===== config.mk =====
export PLATFORM = sky130hd
export DESIGN_NAME = md_issue_ctrl
export DESIGN_NICKNAME = d
export VERILOG_FILES = /design/src/rtl/md_pkg.sv /design/src/rtl/md_busy_mirror.sv /design/src/rtl/md_issue_ctrl.sv
export SDC_FILE = /design/constraint.sdc
export NUM_CORES = 1
export LEC_CHECK = 0
export ABC_AREA = 1
export CAP_MARGIN = 30
export CORE_AREA = 2 2 94 96
export DETAILED_ROUTE_END_ITERATION = 6
export DIE_AREA = 0 0 96 98
export PLACE_DENSITY_LB_ADDON = 0.3
export SLEW_MARGIN = 20
export SYNTH_ARGS = -nofsm -noshare
export SYNTH_HDL_FRONTEND = slang
export SYNTH_SLANG_ARGS = --single-unit

===== constraint.sdc =====
create_clock -name clk -period 1.7 [get_ports clk]
set_input_delay 0.17 -clock clk [delete_from_list [all_inputs] [get_ports clk]]
set_output_delay 0.17 -clock clk [all_outputs]
set_load 0.02 [all_outputs]

===== src/rtl/md_pkg.sv =====
// Shared multiply/divide definitions: op-class encoding, way codes, default latencies.
// Latency: n/a (types, constants and a pure decode function only).
// Backpressure: n/a.
package md_pkg;

    // MD op class carried down the pipe from the D-stage decoder
    typedef enum logic [3:0] {
        MD_NONE  = 4'd0,
        MD_MULT  = 4'd1,
        MD_MULTU = 4'd2,
        MD_DIV   = 4'd3,
        MD_DIVU  = 4'd4,
        MD_MFHI  = 4'd5,
        MD_MFLO  = 4'd6,
        MD_MTHI  = 4'd7,
        MD_MTLO  = 4'd8
    } md_op_e;

    // Way codes understood by the MD unit's start port
    localparam logic [2:0] WAY_NONE  = 3'd0;
    localparam logic [2:0] WAY_MULT  = 3'd1;
    localparam logic [2:0] WAY_MULTU = 3'd2;
    localparam logic [2:0] WAY_DIV   = 3'd3;
    localparam logic [2:0] WAY_DIVU  = 3'd4;

    // Busy-period lengths of the MD unit; the mirror counter is 4 bits, so keep these <= 15
    localparam int MUL_LAT_DEF = 5;
    localparam int DIV_LAT_DEF = 10;

    // Raw 4-bit class field to op class; codes above mtlo are unused and mean "no MD op"
    function automatic md_op_e md_class(input logic [3:0] raw);
        md_op_e res;
        if (raw <= 4'd8) begin
            res = md_op_e'(raw);
        end else begin
            res = MD_NONE;
        end
        return res;
    endfunction

endpackage


===== src/rtl/md_busy_mirror.sv =====
// Cycle-exact copy of the MD unit's busy countdown plus a sticky mismatch flag.
// Latency: count loads on the start edge and is visible (nonzero) the following cycle.
// Backpressure: none; busy_any is consumed by the issue stage's stall logic.
module md_busy_mirror
    import md_pkg::*;
#(
    parameter int MUL_LAT = MUL_LAT_DEF,
    parameter int DIV_LAT = DIV_LAT_DEF
) (
    input  logic clk,
    input  logic reset,
    input  logic start,
    input  logic is_div,
    input  logic md_busy,
    output logic busy_any,
    output logic proto_err
);

    localparam logic [3:0] MUL_CNT = 4'(MUL_LAT);
    localparam logic [3:0] DIV_CNT = 4'(DIV_LAT);

    logic [3:0] cnt;
    logic       cnt_busy;

    assign cnt_busy = (cnt != 4'd0);

    // Either our own countdown or the unit itself claiming busy holds off new MD ops
    assign busy_any = cnt_busy || md_busy;

    // Countdown: reload on an issued start, otherwise run down to zero and rest there
    always_ff @(posedge clk) begin
        if (reset) begin
            cnt <= 4'd0;
        end else if (start) begin
            cnt <= is_div ? DIV_CNT : MUL_CNT;
        end else if (cnt_busy) begin
            cnt <= cnt - 4'd1;
        end
    end

    // Sticky flag whenever the unit's busy disagrees with the mirror; only reset clears it
    always_ff @(posedge clk) begin
        if (reset) begin
            proto_err <= 1'b0;
        end else if (md_busy != cnt_busy) begin
            proto_err <= 1'b1;
        end
    end

endmodule


===== src/rtl/md_issue_ctrl.sv =====
// E-stage issue/hazard control for the multiply/divide unit, with mfhi/mflo data return.
// Latency: start/way/strobes/read data are combinational from the E register (0 cycles).
// Backpressure: stall_d freezes F/D and bubbles E while an MD op would collide with a busy unit.
module md_issue_ctrl
    import md_pkg::*;
#(
    parameter int MUL_LAT = MUL_LAT_DEF,
    parameter int DIV_LAT = DIV_LAT_DEF
) (
    input  logic        clk,
    input  logic        reset,
    input  logic [3:0]  d_op,
    input  logic [31:0] e_rs,
    input  logic [31:0] e_rt,
    input  logic        md_busy,
    input  logic [31:0] md_hi,
    input  logic [31:0] md_lo,
    output logic        md_start,
    output logic [2:0]  md_way,
    output logic        md_hiw,
    output logic        md_low,
    output logic [31:0] md_w1,
    output logic [31:0] md_w2,
    output logic        stall_d,
    output logic [31:0] e_md_rdata,
    output logic        e_md_rvalid,
    output logic        div0,
    output logic        proto_err
);

    md_op_e e_op;
    md_op_e d_cls;
    logic   d_is_md;
    logic   e_is_muldiv;
    logic   e_is_div;
    logic   busy_any;

    assign d_cls   = md_class(d_op);
    assign d_is_md = (d_cls != MD_NONE);

    assign e_is_div    = (e_op == MD_DIV) || (e_op == MD_DIVU);
    assign e_is_muldiv = (e_op == MD_MULT) || (e_op == MD_MULTU) || e_is_div;

    // A zero divisor never starts the unit: HI/LO stay put and no busy period follows
    assign div0     = e_is_div && (e_rt == 32'd0);
    assign md_start = e_is_muldiv && !div0 && !reset;

    assign md_hiw      = (e_op == MD_MTHI);
    assign md_low      = (e_op == MD_MTLO);
    assign e_md_rvalid = (e_op == MD_MFHI) || (e_op == MD_MFLO);
    assign md_w1       = e_rs;
    assign md_w2       = e_rt;

    // Only MD-class ops are held back; they wait out an issuing or in-flight operation
    assign stall_d = d_is_md && (md_start || busy_any);

    // Way code is presented only alongside an actual start
    always_comb begin
        md_way = WAY_NONE;
        if (md_start) begin
            case (e_op)
                MD_MULT:  md_way = WAY_MULT;
                MD_MULTU: md_way = WAY_MULTU;
                MD_DIV:   md_way = WAY_DIV;
                MD_DIVU:  md_way = WAY_DIVU;
                default:  md_way = WAY_NONE;
            endcase
        end
    end

    // mfhi/mflo read straight from the unit's HI/LO outputs in the same cycle
    always_comb begin
        e_md_rdata = 32'd0;
        case (e_op)
            MD_MFHI: e_md_rdata = md_hi;
            MD_MFLO: e_md_rdata = md_lo;
            default: e_md_rdata = 32'd0;
        endcase
    end

    // E register: advance the D op, or inject a bubble while D is stalled
    always_ff @(posedge clk) begin
        if (reset) begin
            e_op <= MD_NONE;
        end else if (stall_d) begin
            e_op <= MD_NONE;
        end else begin
            e_op <= d_cls;
        end
    end

    md_busy_mirror #(
        .MUL_LAT (MUL_LAT),
        .DIV_LAT (DIV_LAT)
    ) u_mirror (
        .clk       (clk),
        .reset     (reset),
        .start     (md_start),
        .is_div    (e_is_div),
        .md_busy   (md_busy),
        .busy_any  (busy_any),
        .proto_err (proto_err)
    );

endmodule

==> results.md <==
- Status: finished with violations
- Failing checks: negative setup slack
- Slowest cell on crit path: clkdlybuf4s50_1
- Netlist cell types: 20
- Die ar.: 9410 um2
- Final HPWL DP: 5.13 mm
- Unrepaired setup endpoints after global routing: yes
- Hold Crit Class: in2out
- Sequential-to-total area share from yosys stat: 10.9%
- Tcrit/Tclk final: 100%
- Root Driver: clkbuf_8
- Slew Viols, Final: 0
- Final instance area: approximately 3400 um2
- CP Data Required Time: 1.53 ns
- Leak: between 1.5 and 2 nW
- CTS Buf Count: 3
- Number of global-route vias before repair: 1,968
- H-tree lvl count: 1
- Count leader, synth: inv_1
- Die Span Y: a little under 100 um
- CTS Buffer Depth: 2
- Final Critical Period: 1.70 ns
- Wire per inst: 11.9 um
- Worst Setup End Kind: output port
- Ys Warns: 0
- DRT iter0 DRCs: 31
- Syn Inst Count: between 200 and 300
- First-pass GRT wire length: 8.87 mm
- Share of layout cells above drive strength 1: 25.5%
- Worst hold slack: ~0.34 ns
- Post-DRT Antenna Nets: 0
- Final Core Density: 39.7%
- CP Cell Sequence: clkdlybuf4s50_1 > buf_4 > nor2_2 > nand2_1 > nor2_2 > nand2_2 > nand2_4 > nand2_2 > nand2_2 > inv_2 > buf_6
- Final WS setup: -0.000631 ns
- Clock sink total: 9
- Num rows: 34
- Synth top area share: 29.1%
- Met1 Use GR: 13.4%
- Ys flop type: dfxtp_1
- Setup TNS: -0.000631 ns
- Async S/R FF share, synth: 0%
- Max stage delay on crit path: 0.44 ns
- Commonest cells post-synth: inv_1 (79), buf_4 (64), nor2_1 (39), o22ai_1 (32), nand2_1 (26)
- Setup Viol. Count Final: 1
- Achievable Freq: 588 MHz
- Pwr dens: 493 nW/um2
- Worst slew pin tran: roughly 0.26 ns
- Worst EP arrival: 1.53 ns
- CTS tree: yes
- Nets@finish: 570
- Starting Density: 19.5%
- Synth top area cells: buf_4 (29%), inv_1 (18%), o22ai_1 (12%)
- Crit path top cell by count: nand2_2
- Initial DRT Pass Iterations: 4
- Net Count, Synth: around 430
- Via/cell ratio: between 3 and 4
- Fillers: 912
- Area leader, netlist: buf_4
- Number of synthesized flops with an enable pin: 0
- CP Class: in2out
- Largest net degree at the start of global routing: 34
- Cell Area, Placed: 3270 um2
- Post-route DRC: 0
- Number of max-cap violations: 0
- Syn Area/Cell: 5.72 um2
- Fin Clk Skew: 0.00411 ns
- Die W: 96 um
- Slew HR: 82.2%
- Mapped Area: 1650 um2
- Worst vdd ir: 0.616 mV
- Initial antenna violation count: 0
- Core Area: 8470 um2
- #FFs+latches synth: 9
- Area Growth Syn to Fin: 103%
- Met3 usage: 1.77%
- Worst setup SP type: input port
- Port bufs: 176
- Worst-Skew Late Latency: 0.24 ns
- Gr usage total: 11.7%
- Grt ovf: 0
- IO Pins: 241
- Met2 Track Usage GR: 21.4%
- Gr busiest metal: met2
- Final wirelength: around 6.4 mm
- Hold Violations, Final: 0
- Via count: 2,140
- Ant. Diodes: 0
- Gpl congestion: a little over 0.8
- Crit path max fanout: 6
state kept, by name (all words and copies together) (netlist names):
name	cells
e_op	4
u_mirror.cnt	4
u_mirror.proto_err	1
metrics by stage:
| step | std cells | worst slack, ns | power, mW |
|---|---|---|---|
| floorplan | 289 | 0.148 | 0.974 |
| global placement | 530 | -0.503 | 1.37 |
| detailed placement | 530 | -0.541 | 1.39 |
| CTS | 535 | -0.0369 | 1.65 |
| global route | 539 | -0.126 | 1.79 |
| finish | 539 | -0.000631 | 1.66 |
report_power, final:
part           total, mW  internal [mW]  switching (mW)  leakage (nW)
Combinational       1.09          0.610           0.484          1.64
Clock              0.257          0.164          0.0933        0.0228
Sequential         0.305          0.274          0.0316        0.0759
worst max-delay path, delay by kind of cell:
| kind | cells | cell delay [ns] |
|---|---|---|
| simple gates | 7 | 0.60 |
| buf+inv | 4 | 0.76 |
final timing paths:
check / start / cells after the start / end / slack [ns]
setup / recovery: e_rt[5] / 11 / stall_d / -0.0006
hold / removal: e_rs[10] / 0 / md_w1[10] / 0.34
setup reg to reg: e_op[0]$_SDFF_PP0_ / 13 / u_mirror.cnt[1]$_SDFFE_PP0P_ / 0.14
hold reg to reg: u_mirror.proto_err$_SDFFE_PP0P_ / 2 / u_mirror.proto_err$_SDFFE_PP0P_ / 0.48
cell usage in the layout (no fill, tap or decap), types with 2 or more instances in the layout:
| cell | count |
|---|---|
| nor4_1 | 2 |
| xnor2_1 | 2 |
| buf_12 | 2 |
| clkdlybuf4s50_1 | 114 |
| buf_6 | 5 |
| nand2_2 | 7 |
| ha_1 | 3 |
| nor2_1 | 32 |
| xor2_1 | 2 |
| buf_4 | 52 |
| nor4_2 | 2 |
| nand3_1 | 6 |
| inv_2 | 2 |
| nand2_1 | 25 |
| buf_2 | 10 |
| o22ai_1 | 22 |
| clkbuf_8 | 3 |
| nor2_2 | 8 |
| dlygate4sd2_1 | 22 |
| inv_1 | 78 |
| a21oi_1 | 3 |
| dfxtp_2 | 4 |
| dfxtp_1 | 5 |
| o22ai_2 | 10 |
layer usage:
metal,vias up,wire length [um]
met5,-,0
met4,0,140
met3,19,585
met2,101,3210
met1,923,2500
li1,1097,-
cells by family after synthesis:
family                   synth area share [%]
XOR/XNOR                                 2.12
flip-flops                               10.9
AND/OR/NAND/NOR                          22.8
adder cells (fa/ha/maj)                  2.27
buffers and inverters                    48.6
AO/OA/AOI/OAI                            13.3
repair_timing:
| item | in CTS | in global routing |
|---|---|---|
| endpoints found under the setup margin | 41 | 33 |
| gates cloned | 0 | 2 |
| resized for setup | 168 | 71 |
| hold buffers | 0 | 0 |
| pin swaps | 17 | 4 |
| buffers inserted | 1 | 2 |
cell type report:
type	count	area [um2]	share of cell area, %
Inverter	80	300	8.94
Tap cell	108	135	4.02
Timing Repair Buffer	208	1910	56.9
Sequential cell	9	185	5.51
Multi-Input combinational cell	130	782	23.3
Clock buffer	4	45.0	1.34
Note: power is estimated with default switching activity, not from simulation.
